$ cat src/rtl/i2s_pkg.sv
// Shared types and defaults for the I2S slave receiver.
package i2s_pkg;

  localparam int I2S_SAMPLE_W = 16;

  typedef enum logic [1:0] {
    ALIGN,
    LEFT,
    RIGHT
  } i2s_rx_state_t;

endpackage

$ cat src/rtl/i2s_sync.sv
// Multi-flop synchronizer for one asynchronous I2S pin.
module i2s_sync #(
  parameter int STAGES = 2
) (
  input  logic clk,
  input  logic reset,
  input  logic d,
  output logic q
);

  logic [STAGES-1:0] chain;

  // NOTE: sequential state is written with non-blocking assignments so every flop samples pre-edge values.
  always_ff @(posedge clk or negedge reset) begin
    if (!reset) chain <= '0;
    else        chain <= {chain[STAGES-2:0], d};
  end

  assign q = chain[STAGES-1];

endmodule

$ cat src/rtl/i2s_rx.sv
// I2S slave receiver: oversampled pins, MSB-first deserializer, left/right pair output with valid/ready.
module i2s_rx
  import i2s_pkg::*;
#(
  parameter int SAMPLE_W = I2S_SAMPLE_W,
  parameter int SYNC_STG = 2,
  parameter int CNT_W    = 6
) (
  input  logic                clk,
  input  logic                reset,
  input  logic                bclk,
  input  logic                wclk,
  input  logic                sdin,
  output logic [SAMPLE_W-1:0] out_left,
  output logic [SAMPLE_W-1:0] out_right,
  output logic                out_valid,
  input  logic                out_ready,
  output logic                overrun,
  output logic                frame_err
);

  localparam logic [CNT_W-1:0] FULL_CNT = CNT_W'(SAMPLE_W);

  logic                bclk_s, ws_s, sd_s;
  logic                bclk_d, tick, ws, sd, ws_prev;
  logic [SAMPLE_W-1:0] shift, shift_nx, left_hold;
  logic [CNT_W-1:0]    cnt, cnt_nx;
  logic                word_done, slot_short, emit;
  i2s_rx_state_t       state;

  i2s_sync #(.STAGES(SYNC_STG)) u_sync_bclk (.clk(clk), .reset(reset), .d(bclk), .q(bclk_s));
  i2s_sync #(.STAGES(SYNC_STG)) u_sync_wclk (.clk(clk), .reset(reset), .d(wclk), .q(ws_s));
  i2s_sync #(.STAGES(SYNC_STG)) u_sync_sdin (.clk(clk), .reset(reset), .d(sdin), .q(sd_s));

  // Registered edge detect; ws/sd are captured alongside so all three stay aligned.
  always_ff @(posedge clk or negedge reset) begin
    if (!reset) begin
      bclk_d <= 1'b0;
      tick   <= 1'b0;
      ws     <= 1'b0;
      sd     <= 1'b0;
    end else begin
      bclk_d <= bclk_s;
      tick   <= bclk_s & ~bclk_d;
      ws     <= ws_s;
      sd     <= sd_s;
    end
  end

  // NOTE: every always_comb output gets a default first so no latch is inferred.
  always_comb begin
    shift_nx   = shift;
    cnt_nx     = cnt;
    if (cnt < FULL_CNT) begin
      shift_nx = {shift[SAMPLE_W-2:0], sd};
      cnt_nx   = cnt + CNT_W'(1);
    end
    word_done  = tick && (ws != ws_prev);
    slot_short = cnt_nx < FULL_CNT;
    emit       = word_done && (state == RIGHT) && !slot_short;
  end

  always_ff @(posedge clk or negedge reset) begin
    if (!reset) begin
      state     <= ALIGN;
      ws_prev   <= 1'b0;
      shift     <= '0;
      cnt       <= '0;
      left_hold <= '0;
      frame_err <= 1'b0;
    end else begin
      frame_err <= 1'b0;
      if (tick) begin
        ws_prev <= ws;
        if (word_done) begin
          shift <= '0;
          cnt   <= '0;
        end else begin
          shift <= shift_nx;
          cnt   <= cnt_nx;
        end
      end
      if (word_done) begin
        unique case (state)
          ALIGN: if (!ws) state <= LEFT;
          LEFT: begin
            if (slot_short) begin
              frame_err <= 1'b1;
              state     <= ALIGN;
            end else begin
              left_hold <= shift_nx;
              state     <= RIGHT;
            end
          end
          RIGHT: begin
            if (slot_short) begin
              frame_err <= 1'b1;
              state     <= ALIGN;
            end else begin
              state     <= LEFT;
            end
          end
          default: state <= ALIGN;
        endcase
      end
    end
  end

  // A held pair is never overwritten until the consumer takes it.
  always_ff @(posedge clk or negedge reset) begin
    if (!reset) begin
      out_left  <= '0;
      out_right <= '0;
      out_valid <= 1'b0;
      overrun   <= 1'b0;
    end else begin
      overrun <= 1'b0;
      if (emit) begin
        if (!out_valid || out_ready) begin
          out_left  <= left_hold;
          out_right <= shift_nx;
          out_valid <= 1'b1;
        end else begin
          overrun   <= 1'b1;
        end
      end else if (out_ready) begin
        out_valid <= 1'b0;
      end
    end
  end

endmodule
$ cat config.mk
export PLATFORM = sky130hd
export DESIGN_NAME = i2s_rx
export DESIGN_NICKNAME = d
export VERILOG_FILES = /design/src/rtl/i2s_pkg.sv /design/src/rtl/i2s_sync.sv /design/src/rtl/i2s_rx.sv
export SDC_FILE = /design/constraint.sdc
export NUM_CORES = 1
export LEC_CHECK = 0
export BUFFER_PORTS_ARGS = -buffer_cell sky130_fd_sc_hd__buf_2
export CAP_MARGIN = 40
export CORE_ASPECT_RATIO = 0.75
export CORE_UTILIZATION = 55
export DETAILED_ROUTE_END_ITERATION = 8
export GPL_TIMING_DRIVEN = 1
export PLACE_DENSITY = 0.81
export SKIP_LAST_GASP = 1
export SLEW_MARGIN = 10
export SYNTH_ARGS = -nofsm -noshare
export SYNTH_HDL_FRONTEND = slang
export SYNTH_SLANG_ARGS = --single-unit
export TNS_END_PERCENT = 1
$ cat constraint.sdc
create_clock -name clk -period 2.3 [get_ports clk]
set_input_delay 0.345 -clock clk [delete_from_list [all_inputs] [get_ports clk]]
set_output_delay 0.345 -clock clk [all_outputs]
set_load 0.005 [all_outputs]
### Word-level counts from Yosys, hierarchy flattened

Cells that the tools add are included.

| word-level totals | value |
|---|---|
| register bits | 86 |

| cells by class | value |
|---|---|
| $lt $le $gt $ge | 2 |
| bitwise logic cells | 3 |
| multiplexer cells | 16 |
| eq/ne operators | 5 |
| add/subtract/negate cells | 1 |
| reductions and logical operators | 13 |

Operators by type and width:

| kind | number |
|---|---|
| 2-to-1 mux 16 bit | 2 |
| < comparator 6 x 5 -> 1 bit (second input constant) | 2 |
| 2-to-1 mux 6 bit | 2 |
| 2-to-1 mux 1 bit | 9 |
| adder 6 x 1 -> 6 bit (second input constant) | 1 |
| case mux 2 bit (3 select lines) | 1 |
| AND reduction 2 bit | 3 |
| 2-to-1 mux 2 bit | 2 |
| logical AND 1 bit | 3 |
| AND reduction 3 bit | 1 |
| == test 2 x 1 -> 1 bit (second input constant) | 1 |
| == test 2 bit (second input constant) | 1 |
| logical NOT 1 bit | 2 |
| logical NOT 2 bit | 1 |
| != test 2 x 1 -> 1 bit (second input constant) | 1 |
| != test 2 bit (second input constant) | 1 |
| inverter 1 bit | 2 |
| nonzero test 2 bit | 1 |
| OR reduction 2 bit | 1 |
| bitwise AND 1 bit | 1 |
| logical OR 1 bit | 1 |
| != test 1 bit | 1 |

### Longest topological paths before layout

| depth | value |
|---|---|
| depth after elaboration | 7 |
| depth in mapped cells | 6 |
| mapped depth without buffers | 5 |

### Cells and area by module

Synthesis repeated with hierarchy kept, for this count alone.

| unflattened totals | value |
|---|---|
| cells, all modules | 227 |
| area, all modules | 3,462.1 µm² |

By module, submodules not included:

| module | times used | cells each | area an instance (µm²) |
|---|---|---|---|
| i2s_rx | 1 | 221 | 3,311.9 |
| i2s_sync | 3 | 2 | 50.0 |

### Worst setup path after synthesis

No wires, ideal clock.

| timing path | value |
|---|---|
| kind | reg2reg |
| start point | register cnt[0] |
| end point | register out_left[0] |
| path slack | 0.536 ns |
| data required time | 2.175 ns |
| cell stages (with the launch flop) | 6 |
| setup time | 0.125 ns |
| arrival time | 1.640 ns |
| clock period less this slack | 1.764 ns |
| cell sequence | dfrtp_1 ha_1 a311oi_1 nor4b_4 buf_6 mux2_2 |

| between the ends | value |
|---|---|
| cells in the longest elaborated chain, start to end | 6 |
| elaborated cells between the ends (all ways) | 7 |

RTL lines:

| what | line | text |
|---|---|---|
| from (decl) | i2s_rx.sv:27 | `logic [CNT_W-1:0] cnt, cnt_nx;` |
| from (signal assigned) | i2s_rx.sv:80 | `cnt <= cnt_nx;` |
| adder 6 x 1 -> 6 bit or < comparator 6 x 5 -> 1 bit (tied branches) | i2s_rx.sv:56, i2s_rx.sv:54 |  |
| 2-to-1 mux 6 bit (*) | i2s_rx.sv:54 | `if (cnt < FULL_CNT) begin` |
| < comparator 6 x 5 -> 1 bit (*) | i2s_rx.sv:59 | `slot_short = cnt_nx < FULL_CNT;` |
| logical NOT 1 bit (*) | i2s_rx.sv:60 | `emit = word_done && (state == RIGHT) && !slot_short;` |
| logical AND 1 bit (*) | i2s_rx.sv:60 |  |
| AND reduction 2 bit (no line) (*) | n/a |  |
| to (signal assigned) | i2s_rx.sv:120 | `out_left <= left_hold;` |
| to (decl) | i2s_rx.sv:14 | `output logic [SAMPLE_W-1:0] out_left,` |

Mark *: on every way between the ends. The rest lies on a longest branch, timed or not.
A chain may end at the register's enable or synchronous reset.

### Worst setup path in the final report

| timing path | value |
|---|---|
| start point | register cnt[1] |
| end point | register out_left[7] |

Same word-level chain as after synthesis.

==> flow_metrics.py <==
metrics = {
    "critical_path": {
        "critPathLaunch": "cnt[1]$_DFFE_PN0P_",
        "cp-end-kind": "flop",
        "r2r-start": "cnt[1]$_DFFE_PN0P_",
        "crit_type": "reg -> reg",
        "path_max_fanout": 18,
        "startpoint_type": "flop",
        "critPathArrivalTime_ns": 2.22,
        "cp_data_required_time_ns": 2.54,
    },
    "logic_synthesis": {
        "synth_nets": 236,
        "postSynthCellCount": 225,
        "yosysWarningCount": 0,
        "synth_edf_count": 0,
        "yosysMostFrequentCell": "dfrtp_1",
        "ys_top_cells_by_area": "dfrtp_1 (62%), mux2_2 (21%), a22o_1 (4.3%)",
        "seq_area_frac_synth_pct": 61.9,
        "yosys_register_bits": 86,
        "synth_top_cell_area_share_pct": 61.9,
        "yosys-top-cells-count": "dfrtp_1 (86), mux2_2 (64), a22o_1 (17), nand2_1 (6), ha_1 (5)",
        "ys_async_sr_fraction_pct": 100,
        "synth_cell_type_count": 36,
        "syn-mean-instance-area_um2": 15.4,
        "synth_ff_type": "dfrtp_1",
        "synth_top_cell_by_area": "dfrtp_1",
        "syn_area_um2": 3480,
    },
    "cts": {
        "clock_latency_ns": 0.35,
        "cts_sinks": 86,
        "cts_tree": "built",
        "clock_path_buffers": 2,
        "cts_htree_levels": 3,
        "cts_root_buffer": "clkbuf_8",
        "postCtsSetupBuffers": 0,
        "numCtsBuffers": 9,
        "clk_pin_slew_worst_paths_ns": 0.08,
    },
    "floorplan": {
        "core_um2": 5950,
        "rows": 24,
        "initial_core_util_pct": 58.5,
        "die_w_um": 93.8,
        "die-area_um2": 6640,
        "ioPinCount": 41,
        "die_height_um": 70.8,
    },
    "finish": {
        "nNetsFinal": 288,
        "ff_latch_area_um2": 2150,
        "area_delta_synth_final_pct": 16.1,
        "drive_above_1_share_pct": 46.6,
        "diodes": 0,
        "multi_input_area_um2": 1240,
        "final_util_pct": 67.9,
        "n_fill_cell": 434,
    },
    "sta": {
        "period_share_pct": 86.3,
        "relSlewSlack_pct": 52.1,
        "setup-tns-final_ns": 0,
        "setup_viol": 0,
        "worst_slew_pin_slew_ns": 0.714,
        "slew_viol_final": 0,
        "hold_viol": 0,
        "whs_ns": 0.0991,
        "worst_slack_ns": 0.316,
        "skew_ns": 0.00885,
        "max_freq_mhz": 504,
        "rsz0062_at_grt": "no",
        "period_needed_ns": 1.98,
    },
    "detailed_routing": {
        "routed_via_density": 5.50,
        "wl_per_cell_um": 15.4,
        "ant_nets": 0,
        "drc": 0,
        "drtIter0Drc": 82,
        "drt_pass1_iterations": 4,
        "finalWirelength_mm": 5.55,
        "num_vias": 1975,
    },
    "power_and_ir_drop": {
        "power_switching_uw": 677,
        "switching_share_pct": 21.9,
        "ir_drop_mv": 0.430,
        "internal_power_mw": 2.41,
        "comb_power_share_pct": 7.5,
        "seq_power_share_pct": 52.5,
        "clkPwrFrac_pct": 40.0,
        "p_leak_nw": 2.12,
        "powerDensity_nw_per_um2": 765,
    },
    "hold_path": {
        "hold_start": "sdin",
        "hold_path_class": "in -> reg",
    },
    "global_route": {
        "grt_start_max_net_pins": 40,
        "antenna_found_initial": 0,
        "grt_usage_pct": 18.8,
        "grt_pass1_vias": 1935,
        "grt_pass1_wl_mm": 9.46,
        "grt.overflow.total": 0,
    },
    "flow_run": {
        "cap_violations": 0,
    },
    "placement": {
        "post-place-ws_ns": 0.340,
        "place_hpwl_mm": 3.74,
        "place.gp.congestion": 0.810,
        "io_buffers": 40,
    },
    "run_status": {
        "outcome": "completed",
    },
}
-- power by group through the flow --
stage          clock network, mW  logic [mW]  registers (mW)
3_3_place_gp                   0       0.218            1.65
3_5_place_dp                   0       0.230            1.65
5_1_grt                     1.32       0.264            1.63
2_1_floorplan                  0       0.154            1.64
6_report                    1.23       0.230            1.62
4_1_cts                     1.26       0.233            1.62
-- path summary, 6_finish.rpt --
kind / to / slack, ns / cells past startpoint
max: out_left[7]$_DFFE_PN0P_ / 0.32 / 5
min: u_sync_sdin.chain[0]$_DFF_PN0_ / 0.1 / 1
max reg2reg: out_left[7]$_DFFE_PN0P_ / 0.32 / 5
min reg2reg: u_sync_sdin.chain[1]$_DFF_PN0_ / 0.35 / 0
max in group asynchronous: u_sync_wclk.chain[0]$_DFF_PN0_ / 1.26 / 3
min in group asynchronous: out_right[15]$_DFFE_PN0P_ / 0.46 / 2
-- cell type report --
class | instances | share of cell area [%]
Timing Repair Buffer | 49 | 7.16
Clock inverter | 4 | 2.36
Clock buffer | 11 | 3.50
Inverter | 4 | 0.372
Sequential cell | 86 | 53.3
Multi-Input combinational cell | 127 | 30.9
Tap cell | 78 | 2.42
-- sequential cells by signal (all words and copies together), names as in the netlist, 6 cells and up --
name       flops
shift         16
left_hold     16
out_left      16
out_right     16
cnt            6
-- metrics by stage --
step           cell area, um2  cells  total power [mW]
6_report                 4040    359              3.09
2_1_floorplan            3480    225              1.79
3_5_place_dp             3790    343              1.88
5_1_grt                  4040    359              3.21
3_3_place_gp             3780    342              1.86
4_1_cts                  4040    359              3.12
-- cell usage in the layout (no fill, tap or decap), types with 2 or more instances in the layout --
cell type / synthesis / layout
nand3_1: 2 / 2
nor2b_1: 2 / 2
mux2_1: 2 / 2
a21oi_1: 2 / 2
inv_1: 4 / 4
mux2_2: 64 / 64
xnor2_1: 2 / 2
bufinv_16: 0 / 3
buf_4: 0 / 7
o21ai_0: 2 / 2
dfrtp_1: 86 / 86
buf_2: 3 / 39
a22o_1: 17 / 17
nor2_1: 2 / 2
clkbuf_8: 0 / 10
nand2_1: 6 / 6
ha_1: 5 / 5
nand2b_1: 2 / 2
-- layer usage --
layer,track usage (%),part of all wire [%]
met3,6.13,4.9
met5,0,0
met4,6.15,1.4
met1,27.0,49
met2,27.3,44
-- cells by family (layout without fill, tap and decap cells) --
group / Yosys count / in the layout / share of synthesized area [%]
AOI/OAI and AO/OA: 29 / 29 / 6.73
xor gates and xnor gates: 3 / 3 / 0.972
adders and majority gates: 5 / 5 / 1.80
buffers and inverters: 12 / 68 / 2.27
DFF: 86 / 86 / 61.9
muxes: 67 / 67 / 21.7
and+or+nand+nor: 23 / 23 / 4.64
-- critical path, cell delays in order, from the launching register on --
cell and delay, ns:
dfrtp_1 0.38, ha_1 0.23, a311oi_1 0.18, nor4b_4 0.38
buf_4 0.32, mux2_2 0.37
-- timing repair --
action,in CTS,in global routing
hold buffers,1,0
gates resized for setup,0,0
endpoints found under the hold margin,29,0
Power figures use the tool's default switching activity.
